--- config.mk ---
export PLATFORM = sky130hd
export DESIGN_NAME = calc_operand_entry_flat
export DESIGN_NICKNAME = d
export VERILOG_FILES = /design/src/rtl/calc_operand_entry_if.sv /design/src/rtl/calc_operand_entry.sv /design/src/flat_wrapper.sv
export SDC_FILE = /design/constraint.sdc
export NUM_CORES = 1
export LEC_CHECK = 0
export CAP_MARGIN = 20
export CORE_MARGIN = 3
export CORE_UTILIZATION = 40
export CTS_BUF_LIST = sky130_fd_sc_hd__clkbuf_8
export CTS_CLUSTER_SIZE = 28
export DETAILED_ROUTE_END_ITERATION = 6
export GPL_ROUTABILITY_DRIVEN = 0
export SLEW_MARGIN = 20
export SYNTH_ARGS = -nofsm -noshare
export SYNTH_HDL_FRONTEND = slang
export SYNTH_SLANG_ARGS = --single-unit
--- constraint.sdc ---
create_clock -name clk -period 2.4 [get_ports clk]
set_input_delay 0.24 -clock clk [delete_from_list [all_inputs] [get_ports clk]]
set_output_delay 0.24 -clock clk [all_outputs]
set_load 0.02 [all_outputs]
--- src/rtl/calc_operand_entry_if.sv ---
// Button inputs and display-decoder outputs of the calculator operand-entry stage.
// The entry block takes the slave side; whatever drives the buttons takes master.
interface calc_operand_entry_if;
   logic btn_inc;
   logic btn_next;
   logic btn_op;
   logic a0, a1, a2;
   logic b0, b1, b2;
   logic show;
   logic sw;
   logic edit_a;
   logic edit_b;

   modport master (
      output btn_inc, btn_next, btn_op,
      input  a0, a1, a2, b0, b1, b2, show, sw, edit_a, edit_b
   );

   modport slave (
      input  btn_inc, btn_next, btn_op,
      output a0, a1, a2, b0, b1, b2, show, sw, edit_a, edit_b
   );
endinterface

--- src/rtl/calc_operand_entry.sv ---
// Operand entry for the 3-bit add/multiply calculator: synchronizes and debounces
// three pushbuttons, then sequences A/B entry, result display and op selection.
module calc_operand_entry #(
   parameter int DEBOUNCE_CYCLES = 4,
   parameter int SHOW_TIMEOUT    = 0,
   parameter int TIMEOUT_W       = 24
) (
   input  logic                 clk,
   input  logic                 rst_n,
   calc_operand_entry_if.slave  io
);

   typedef enum logic [1:0] {
      ENTER_A = 2'd0,
      ENTER_B = 2'd1,
      SHOW    = 2'd2
   } state_e;

   localparam int NB       = 3;
   localparam int BTN_INC  = 0;
   localparam int BTN_NEXT = 1;
   localparam int BTN_OP   = 2;
   localparam int DB_W     = (DEBOUNCE_CYCLES < 2) ? 1 : $clog2(DEBOUNCE_CYCLES + 1);

   localparam logic [DB_W-1:0]      DB_LAST  = DB_W'(DEBOUNCE_CYCLES - 1);
   localparam bit                   TMO_EN   = (SHOW_TIMEOUT > 0);
   localparam logic [TIMEOUT_W-1:0] TMO_LAST = TIMEOUT_W'((SHOW_TIMEOUT > 0) ? SHOW_TIMEOUT - 1 : 0);

   logic [NB-1:0]            btn_raw;
   logic [NB-1:0]            sync1_d, sync1_q;
   logic [NB-1:0]            sync2_d, sync2_q;
   logic [NB-1:0]            db_level_d, db_level_q;
   logic [NB-1:0][DB_W-1:0]  db_cnt_d, db_cnt_q;
   logic [NB-1:0]            evt_d, evt_q;

   state_e                   state_d, state_q;
   logic [2:0]               a_d, a_q;
   logic [2:0]               b_d, b_q;
   logic                     show_d, show_q;
   logic                     sw_d, sw_q;
   logic [TIMEOUT_W-1:0]     tmo_d, tmo_q;

   assign btn_raw = {io.btn_op, io.btn_next, io.btn_inc};

   // Debounce: count consecutive cycles the synchronized level disagrees with the
   // accepted level; a press event is the accepted level going 0->1.
   always_comb begin
      // NOTE: every combinational output gets a default first so no path can infer a latch.
      sync1_d    = btn_raw;
      sync2_d    = sync1_q;
      db_level_d = db_level_q;
      db_cnt_d   = '0;
      evt_d      = '0;
      for (int i = 0; i < NB; i++) begin
         if (sync2_q[i] != db_level_q[i]) begin
            if (db_cnt_q[i] == DB_LAST) begin
               db_level_d[i] = sync2_q[i];
               evt_d[i]      = sync2_q[i];
            end else begin
               db_cnt_d[i] = db_cnt_q[i] + 1'b1;
            end
         end
      end
   end

   always_comb begin
      state_d = state_q;
      a_d     = a_q;
      b_d     = b_q;
      show_d  = show_q;
      sw_d    = sw_q;
      tmo_d   = '0;

      if (evt_q[BTN_OP]) sw_d = ~sw_q;

      // next always wins over inc; a timeout only fires when next is absent.
      unique case (state_q)
         ENTER_A: begin
            if (evt_q[BTN_NEXT])     state_d = ENTER_B;
            else if (evt_q[BTN_INC]) a_d = a_q + 3'd1;
         end
         ENTER_B: begin
            if (evt_q[BTN_NEXT]) begin
               state_d = SHOW;
               show_d  = 1'b1;
            end else if (evt_q[BTN_INC]) begin
               b_d = b_q + 3'd1;
            end
         end
         SHOW: begin
            if (evt_q[BTN_NEXT]) begin
               state_d = ENTER_A;
               a_d     = '0;
               b_d     = '0;
               show_d  = 1'b0;
            end else if (TMO_EN && (tmo_q == TMO_LAST)) begin
               state_d = ENTER_A;
               show_d  = 1'b0;
            end else if (TMO_EN) begin
               tmo_d = tmo_q + 1'b1;
            end
         end
         default: begin
            state_d = ENTER_A;
            show_d  = 1'b0;
         end
      endcase
   end

   always_ff @(posedge clk or negedge rst_n) begin
      if (!rst_n) begin
         sync1_q    <= '0;
         sync2_q    <= '0;
         db_level_q <= '0;
         db_cnt_q   <= '0;
         evt_q      <= '0;
         state_q    <= ENTER_A;
         a_q        <= '0;
         b_q        <= '0;
         show_q     <= 1'b0;
         sw_q       <= 1'b0;
         tmo_q      <= '0;
      end else begin
         // NOTE: non-blocking so every flop samples the pre-edge value of its neighbours.
         sync1_q    <= sync1_d;
         sync2_q    <= sync2_d;
         db_level_q <= db_level_d;
         db_cnt_q   <= db_cnt_d;
         evt_q      <= evt_d;
         state_q    <= state_d;
         a_q        <= a_d;
         b_q        <= b_d;
         show_q     <= show_d;
         sw_q       <= sw_d;
         tmo_q      <= tmo_d;
      end
   end

   assign io.a0     = a_q[0];
   assign io.a1     = a_q[1];
   assign io.a2     = a_q[2];
   assign io.b0     = b_q[0];
   assign io.b1     = b_q[1];
   assign io.b2     = b_q[2];
   assign io.show   = show_q;
   assign io.sw     = sw_q;
   assign io.edit_a = (state_q == ENTER_A);
   assign io.edit_b = (state_q == ENTER_B);

endmodule
--- src/flat_wrapper.sv ---
// flat-port wrapper written by rule: the top's interface ports become plain ports
module calc_operand_entry_flat 
#(
   parameter int DEBOUNCE_CYCLES = 4,
   parameter int SHOW_TIMEOUT    = 0,
   parameter int TIMEOUT_W       = 24
)
  (clk, rst_n, io_btn_inc, io_btn_next, io_btn_op, io_a0, io_a1, io_a2, io_b0, io_b1, io_b2, io_show, io_sw, io_edit_a, io_edit_b);
  calc_operand_entry_if io_i ();
  input  logic clk;
  input  logic rst_n;
  input wire logic [$bits(io_i.btn_inc)-1:0] io_btn_inc;
  input wire logic [$bits(io_i.btn_next)-1:0] io_btn_next;
  input wire logic [$bits(io_i.btn_op)-1:0] io_btn_op;
  output wire logic [$bits(io_i.a0)-1:0] io_a0;
  output wire logic [$bits(io_i.a1)-1:0] io_a1;
  output wire logic [$bits(io_i.a2)-1:0] io_a2;
  output wire logic [$bits(io_i.b0)-1:0] io_b0;
  output wire logic [$bits(io_i.b1)-1:0] io_b1;
  output wire logic [$bits(io_i.b2)-1:0] io_b2;
  output wire logic [$bits(io_i.show)-1:0] io_show;
  output wire logic [$bits(io_i.sw)-1:0] io_sw;
  output wire logic [$bits(io_i.edit_a)-1:0] io_edit_a;
  output wire logic [$bits(io_i.edit_b)-1:0] io_edit_b;
  assign io_i.btn_inc = io_btn_inc;
  assign io_i.btn_next = io_btn_next;
  assign io_i.btn_op = io_btn_op;
  assign io_a0 = io_i.a0;
  assign io_a1 = io_i.a1;
  assign io_a2 = io_i.a2;
  assign io_b0 = io_i.b0;
  assign io_b1 = io_i.b1;
  assign io_b2 = io_i.b2;
  assign io_show = io_i.show;
  assign io_sw = io_i.sw;
  assign io_edit_a = io_i.edit_a;
  assign io_edit_b = io_i.edit_b;
  calc_operand_entry #(.DEBOUNCE_CYCLES(DEBOUNCE_CYCLES), .SHOW_TIMEOUT(SHOW_TIMEOUT), .TIMEOUT_W(TIMEOUT_W)) u_core (.clk(clk), .rst_n(rst_n), .io(io_i));
endmodule
# --- Word-level counts from Yosys, hierarchy flattened ---
# Cells that the tools add are included.
totals:
  register_bits: 31
  input_bits: 5
  output_inout_bits: 10
  wordCells: 72
classes:
  add_sub_neg: 5
  eq_ne: 15
  muxes: 26
  bitwise_logic: 2
  n_reduce_logical: 10
op_table:
  columns: ["op", "n"]
  rows:
  - ["$mux W3", 11]
  - ["$add A3 B1 Y3 const B", 5]
  - ["$pmux W3 S2", 2]
  - ["$ne A2 B1 Y1 const B", 5]
  - ["$eq A3 B2 Y1 const B", 3]
  - ["$mux W1", 8]
  - ["$reduce_and A4 Y1", 2]
  - ["$mux W2", 3]
  - ["$pmux W2 S3", 1]
  - ["$reduce_and A2 Y1", 3]
  - ["$reduce_and A3 Y1", 2]
  - ["$ne A2 B2 Y1 const B", 2]
  - ["$reduce_bool A2 Y1", 2]
  - ["$ne A1 B1 Y1", 3]
  - ["$pmux W1 S3", 1]
  - ["$eq A2 B1 Y1 const B", 1]
  - ["$eq A2 B2 Y1 const B", 1]
  - ["$logic_not A2 Y1", 1]
  - ["$not A1 Y1", 2]

# --- Logic depth before layout (Yosys ltp) ---
# Gate-level depths: netlist (run 1).
logic_depth:
  ltp_word: 4
  depth_mapped: 4
  ltp_nobuf: 4

# --- Least setup slack after synthesis (run 1) ---
# Ideal clock, no wire load.
synth_path:
  path_kind: "flip-flop to flip-flop"
  from: "register u_core.state_q[1]"
  to: "register u_core.b_q[2]"
  setup_time_ps: 121
  arrival_ps: 1151
  required_ps: 2279
  slack_ps: 1128
  stages_incl_launch_ff: 4
  n_path_buf: 0
  synth_period_minus_slack_ps: 1272
  path_cell_list: "dfrtp_1 nor2b_1 and4_1 nor3_1"
synth_between:
  elab_chain_cells: 3
  word_cells_on_any_way: 8
  cone_classes: "eq/ne (5); mux (1); reduce/logical (2)"
synth_rtl:
  columns: ["element", "line", "text"]
  rows:
  - ["start, declared", "calc_operand_entry.sv:36", "state_e state_d, state_q;"]
  - ["start signal, assigned", "calc_operand_entry.sv:130", "state_q <= state_d;"]
  - ["$eq A2 B1 Y1 *", null, null]
  - ["via io_edit_b", "flat_wrapper.sv:24", "output wire logic [$bits(io_i.edit_b)-1:0] io_edit_b;"]
  - ["$ne A2 B2 Y1 (no line), or another cell as far along", null, null]
  - ["$reduce_and A4 Y1 (no line)", null, null]
  - ["end signal, assigned", "calc_operand_entry.sv:119", "b_q <= '0;"]
  - ["end signal, assigned", "calc_operand_entry.sv:132", "b_q <= b_d;"]
  - ["end, declared", "calc_operand_entry.sv:38", "logic [2:0] b_d, b_q;"]
# Mark *: on every way through the listed nets, which the timed path passes. The rest lies on a longest branch.
# A chain may end at the register's enable or synchronous reset.

# --- Final worst setup path (run 1) ---
layout_path:
  from: "register u_core.state_q[0]"
  to: "output port io_edit_b"
layout_between:
  elab_chain_cells: 1
layout_rtl:
  columns: ["element", "line", "text"]
  rows:
  - ["$eq A2 B1 Y1", "calc_operand_entry.sv:148", "assign io.edit_b = (state_q == ENTER_B);"]
  - ["end, declared", "flat_wrapper.sv:24", null]
# Every way passes these cells.

==> flow_summary.toml, run 1 <==
[routing]
drt_iter0_markers = 27
first_pass_iters = 4
route.vias.total = 797
wl_per_cell_um = 11.5
avgViaCountPerCell = 4.95
drcViolationCount = 0
finalWirelength_um = 1850
postRouteAntennaNets = 0

[timing]
hold_viol_final = 0
period_minus_slack_ns = 2.07
rsz0062_at_grt = "false"
setup_viol_count_final = 0
max_freq_ghz = 0.484
worst_slew_pin_slew_ns = 0.415
finalClockSkew_ns = 0.000926
slew_violations = 0
slew_headroom_pct = 72.3
finalCritPeriodShare_pct = 86.1
setup-tns-final_ns = 0

[worst_setup_path]
crit_required_ns = 2.16
startpoint_type = "flop"
cp-end-kind = "primary output"
arrival_ns = 1.83
crit_type = "flop to primary output"
worstPathMaxFanout = 12

[power]
p_int_w = 0.00110
p_seq_share_pct = 46.8
p_leak_nw = 0.693
pwr-share-clk_pct = 27.6
power_density_nw_per_um2 = 1010
swShare_pct = 29.6
vdd_drop_max_mv = 0.559
combPwrFrac_pct = 25.6
p_switching_w = 0.000464

[synth]
synth_seq_area_share_pct = 60.7
synthFlopType = "dfrtp_1"
ys_async_sr_fraction_pct = 100
syn_area_sq_um = 1280
synth_cells = 99
synth-edff-count = 0
avgSynthCellArea_sq_um = 12.9
synth_cell_types = 32
syn_nets = 109
ys_warn_count = 0
synth-seq-cells = 31

[die]
row_count = 19
die_h_um = 62.5
start_util_pct = 44.0
die_w_um = 62.5
io_pins = 15
die_area_sq_um = 3910
core_region_area_sq_um = 2900

[cells_and_area]
layout-drive-gt1-share_pct = 12.6
mostFrequentLayoutCells = "dfrtp_1 (31), clkdlybuf4s50_1 (14), clkbuf_8 (7), nor3b_1 (6), a21oi_1 (6)"
final_common_cell = "dfrtp_1"
n_antenna_cell = 0
fin_cells = 161
area_growth_pct = 21.6
layout.nets = 128

[outcome]
outcome = "finished clean"

[clock_network]
post_cts_resized = 0
cts_root_buf = "clkbuf_8"
cts.sinks = 31
hold_buffers = 0
clockBufferDepth = 2
cts_setup_buffers = 0
cts_buffers = 5
cts_tree = "done"
clkTransAtPathRegs_ns = 0.06
h-tree-depth = 2
insertion_delay_ns = 0.27

[place]
dpl.cell_count = 153
hpwlAfterDp_um = 1290
io_buffers = 14

[grt]
grt_pass1_wl_um = 3760
grt_pass1_vias = 843
globalRouteOverflowTotal = 0
antenna_found_initial = 0
grt_max_degree = 32
grt_use_total_pct = 12.4

[job]
maxCapViolCount = 0

[min_path]
min_path_type = "primary input to asynchronous set/reset pin"
[worst max-delay path, stage by stage (launching register included)]
cell,delay (ns)
dfrtp_1,0.55
nor2b_1,0.33
clkdlybuf4s50_1,0.67
[cell usage after synthesis (all sizes together) (2+ instances only)]
master | number | area (sq um)
a21oi | 6 | 30.0
a311oi | 2 | 17.5
and3b | 3 | 26.3
buf | 3 | 23.8
dfrtp | 31 | 776
ha | 5 | 62.6
inv | 3 | 11.3
mux2 | 3 | 33.8
nand2 | 3 | 13.8
nor2 | 5 | 18.8
nor2b | 5 | 33.8
nor3 | 4 | 20.0
nor3b | 7 | 57.6
o21ai | 2 | 10.0
o2bb2ai | 2 | 17.5
xnor2 | 4 | 35.0
[cell families after synthesis]
| family | after synthesis | share of synthesized area, % |
|---|---|---|
| multiplexers | 3 | 2.64 |
| buffers and inverters | 6 | 2.74 |
| XOR/XNOR | 5 | 3.43 |
| AO/OA/AOI/OAI | 17 | 8.82 |
| adder cells (fa/ha/maj) | 5 | 4.90 |
| AND/OR/NAND/NOR | 32 | 16.7 |
| flip-flops | 31 | 60.7 |
[layer usage]
layer / track usage [%] / up-vias / routed length (um) / part of all wire [%]
met5: 0 / - / 0 / 0
met4: 8.26 / 0 / 59 / 3.2
met3: 4.14 / 7 / 112 / 6.1
met2: 19.3 / 24 / 828 / 45
met1: 14.4 / 377 / 850 / 46
li1: - / 389 / - / -
[area by class of cell]
type                    instances  area (sq um)
clock buffers                   7          96.3
clock inverters                 1          3.75
fillers                       257          1350
inverters                       3          11.3
multi-input cells              62           467
flip-flops and latches         31           776
well taps                      42          52.6
repair buffers                 15           148
[registers in the layout (all words and copies together) (netlist names)]
signal,cells
u_core.io.sw,1
u_core.db_level_q,3
u_core.db_cnt_q,9
u_core.evt_q,3
u_core.state_q,2
u_core.a_q,3
u_core.sync2_q,3
u_core.io.show,1
u_core.b_q,3
u_core.sync1_q,3
[through the flow]
step	total power [W]	util [%]	worst slack, ns	instance area, sq um	hold slack, ns
final	0.00157	53.6	0.334	1550	0.347
after detailed placement	0.00115	50.1	0.642	1450	0.335
after global routing	0.00170	53.6	0.169	1550	0.368
after CTS	0.00160	53.6	0.334	1550	0.349
after floorplan	0.00101	-	1.13	1280	-0.0556
after global placement	0.00114	50.1	0.681	1450	0.333
[power groups by stage]
| stage | sequential, W | clock [W] | combinational, W |
|---|---|---|---|
| after global routing | 0.000755 | 0.000480 | 0.000466 |
| final | 0.000735 | 0.000433 | 0.000401 |
| after global placement | 0.000738 | 0 | 0.000397 |
| after CTS | 0.000736 | 0.000451 | 0.000409 |
| after detailed placement | 0.000746 | 0 | 0.000407 |
| after floorplan | 0.000736 | 0 | 0.000277 |
[path summary, 6_finish.rpt]
check / from / endpoint / slack (ns) / cells past startpoint
worst max-delay path: u_core.state_q[0] / io_edit_b / 0.33 / 2
max in group asynchronous: rst_n / u_core.a_q[2] / 1.77 / 2
worst max register to register: u_core.state_q[0] / u_core.b_q[2] / 1.12 / 3
worst min-delay path: rst_n / u_core.b_q[1] / 0.35 / 2
min in group clk: u_core.sync1_q[0] / u_core.sync2_q[0] / 0.35 / 0
worst min register to register: u_core.sync1_q[0] / u_core.sync2_q[0] / 0.35 / 0
Note: power is estimated with default switching activity, not from simulation.
==> run 2: changes to the inputs <==
--- a/config.mk
+++ b/config.mk
@@ -6,12 +6,15 @@
 export NUM_CORES = 1
 export LEC_CHECK = 0
 export CAP_MARGIN = 20
+export CELL_PAD_IN_SITES_DETAIL_PLACEMENT = 1
+export CELL_PAD_IN_SITES_GLOBAL_PLACEMENT = 1
 export CORE_MARGIN = 3
 export CORE_UTILIZATION = 40
 export CTS_BUF_LIST = sky130_fd_sc_hd__clkbuf_8
 export CTS_CLUSTER_SIZE = 28
 export DETAILED_ROUTE_END_ITERATION = 6
-export GPL_ROUTABILITY_DRIVEN = 0
+export GPL_ROUTABILITY_DRIVEN = 1
+export PLACE_DENSITY_LB_ADDON = 0.1
 export SLEW_MARGIN = 20
 export SYNTH_ARGS = -nofsm -noshare
 export SYNTH_HDL_FRONTEND = slang
==> run 2 against run 1 <==
Net effect: die area is the same; worst setup slack lost 0.031 ns; worst hold slack is essentially flat; non-clock buffer count is the same; sequential cell count is the same; fmax shrank 1.5%; sequential share of layout area grew 0.90 points; clock power shrank 19%; largest power group unchanged.
==> flow_summary.toml, run 2 (same netlist as run 1, synthesis figures left out) <==
[power]
power_density_nw_per_um2 = 982
vdd_drop_max_mv = 0.479
p_leak_nw = 0.678

[die]
die_w_um = 62.5
core_region_area_sq_um = 2900
start_util_pct = 44.0
row_count = 19
io_pins = 15
die_h_um = 62.5
die_area_sq_um = 3910

[place]
gp_congestion = 0.713
hpwlAfterDp_um = 1440
post_dp_cell_area_sq_um = 1450
io_buffers = 14

[worst_setup_path]
r2r_setup_slack_ns = 1.08
cp_cell_sequence = "nor2b_1, clkdlybuf4s50_1"
rr_endpoint = "u_core.b_q[2]"
critPathSlowestCell = "clkdlybuf4s50_1"
cp-endpoint = "io_edit_b"
slowest_delay_ns = 0.67
r2r_start = "u_core.state_q[0]"
worstPathMaxFanout = 12
rr_worst_depth = 3
critical_path.startpoint = "u_core.state_q[0]"
arrival_ns = 1.86
startpoint_type = "flop"
cp-end-kind = "primary output"
crit_required_ns = 2.16
crit_type = "flop to primary output"

[timing]
setup-tns-final_ns = 0
finalClockSkew_ns = 0.00501
max_freq_ghz = 0.477
finalCritPeriodShare_pct = 87.4
slew_headroom_pct = 72.4
setup_viol_count_final = 0
hold_viol_final = 0
rsz0062_at_grt = "false"
whs_ns = 0.347
period_minus_slack_ns = 2.10
worst_slew_pin_slew_ns = 0.414
slew_violations = 0

[routing]
route.vias.total = 815
drcViolationCount = 0
first_pass_iters = 3
postRouteAntennaNets = 0
drt_iter0_markers = 26
avgViaCountPerCell = 5.13
wl_per_cell_um = 12.7
finalWirelength_um = 2020

[grt]
grt_pass1_wl_um = 3770
antenna_found_initial = 0
globalRouteOverflowTotal = 0
grt_max_degree = 32
top_usage_layer = "met2"
grt_use_total_pct = 12.4
grt_util_met2_pct = 19.7
met1_usage_pct = 15.3
gr-usage-met3_pct = 3.78
grt_pass1_vias = 829

[cells_and_area]
layout-drive-gt1-share_pct = 11.1
layout.nets = 128
stdcell_area_sq_um = 1530
largest_reg_flops = 9
top_register = "u_core.db_cnt_q"
n_antenna_cell = 0
area_growth_pct = 19.5
final_common_cell = "dfrtp_1"
mostFrequentLayoutCells = "dfrtp_1 (31), clkdlybuf4s50_1 (14), nor3b_1 (6), a21oi_1 (6)"

[outcome]
outcome = "finished clean"

[clock_network]
clockBufferDepth = 2
cts_buffers = 5
cts_tree = "done"
hold_buffers = 0
h-tree-depth = 2
cts.sinks = 31
cts_setup_buffers = 0
cts_root_buf = "clkbuf_8"
insertion_delay_ns = 0.27
clkTransAtPathRegs_ns = 0.06
post_cts_resized = 0

[min_path]
hold_start = "u_core.sync1_q[2]"
hold_depth = 0
min_path_type = "flop to flop"

[job]
maxCapViolCount = 0
==> run 2: layer usage <==
layer / share of wire (%) / wire (um)
met1: 44 / 881
met2: 51 / 1030
met3: 3.9 / 78
met4: 1.3 / 27
met5: 0 / 0
==> run 2: critical path: cells and delay by family (launching register included) <==
kind                   cells  cell delay (ns)
buffers and inverters      1             0.67
and+or+nand+nor            1             0.36
DFF                        1             0.56
==> run 2: stage by stage <==
step                std cells  util, %  total power (W)  setup slack, ns
floorplan                  99        -          0.00101             1.13
global placement          153     50.1          0.00114            0.646
detailed placement        153     50.1          0.00116            0.573
CTS                       159     52.6          0.00152            0.278
global route              159     52.6          0.00162            0.155
finish                    159     52.6          0.00150            0.303
==> run 2: worst min-delay path by stage <==
stage,endpoint,slack (ns)
2_1_floorplan,u_core.a_q[0],-0.06
3_3_place_gp,u_core.sync2_q[1],0.33
3_5_place_dp,u_core.sync2_q[2],0.34
4_1_cts,u_core.sync2_q[2],0.35
5_1_grt,u_core.sync2_q[2],0.35
6_report,u_core.sync2_q[2],0.35
==> run 2: final cells by class <==
| class | instances | area, sq um |
|---|---|---|
| inverter | 3 | 11.3 |
| timing repair buffer | 15 | 148 |
| clock buffer | 5 | 68.8 |
| multi-input combinational | 62 | 467 |
| tap | 42 | 52.6 |
| fill | 314 | 1370 |
| clock inverter | 1 | 3.75 |
| sequential | 31 | 776 |
==> run 2: power by group <==
group	internal (W)	switching (W)	total [W]
Combinational	0.000216	0.000196	0.000412
Clock	0.000188	0.000164	0.000352
Sequential	0.000632	0.000103	0.000735
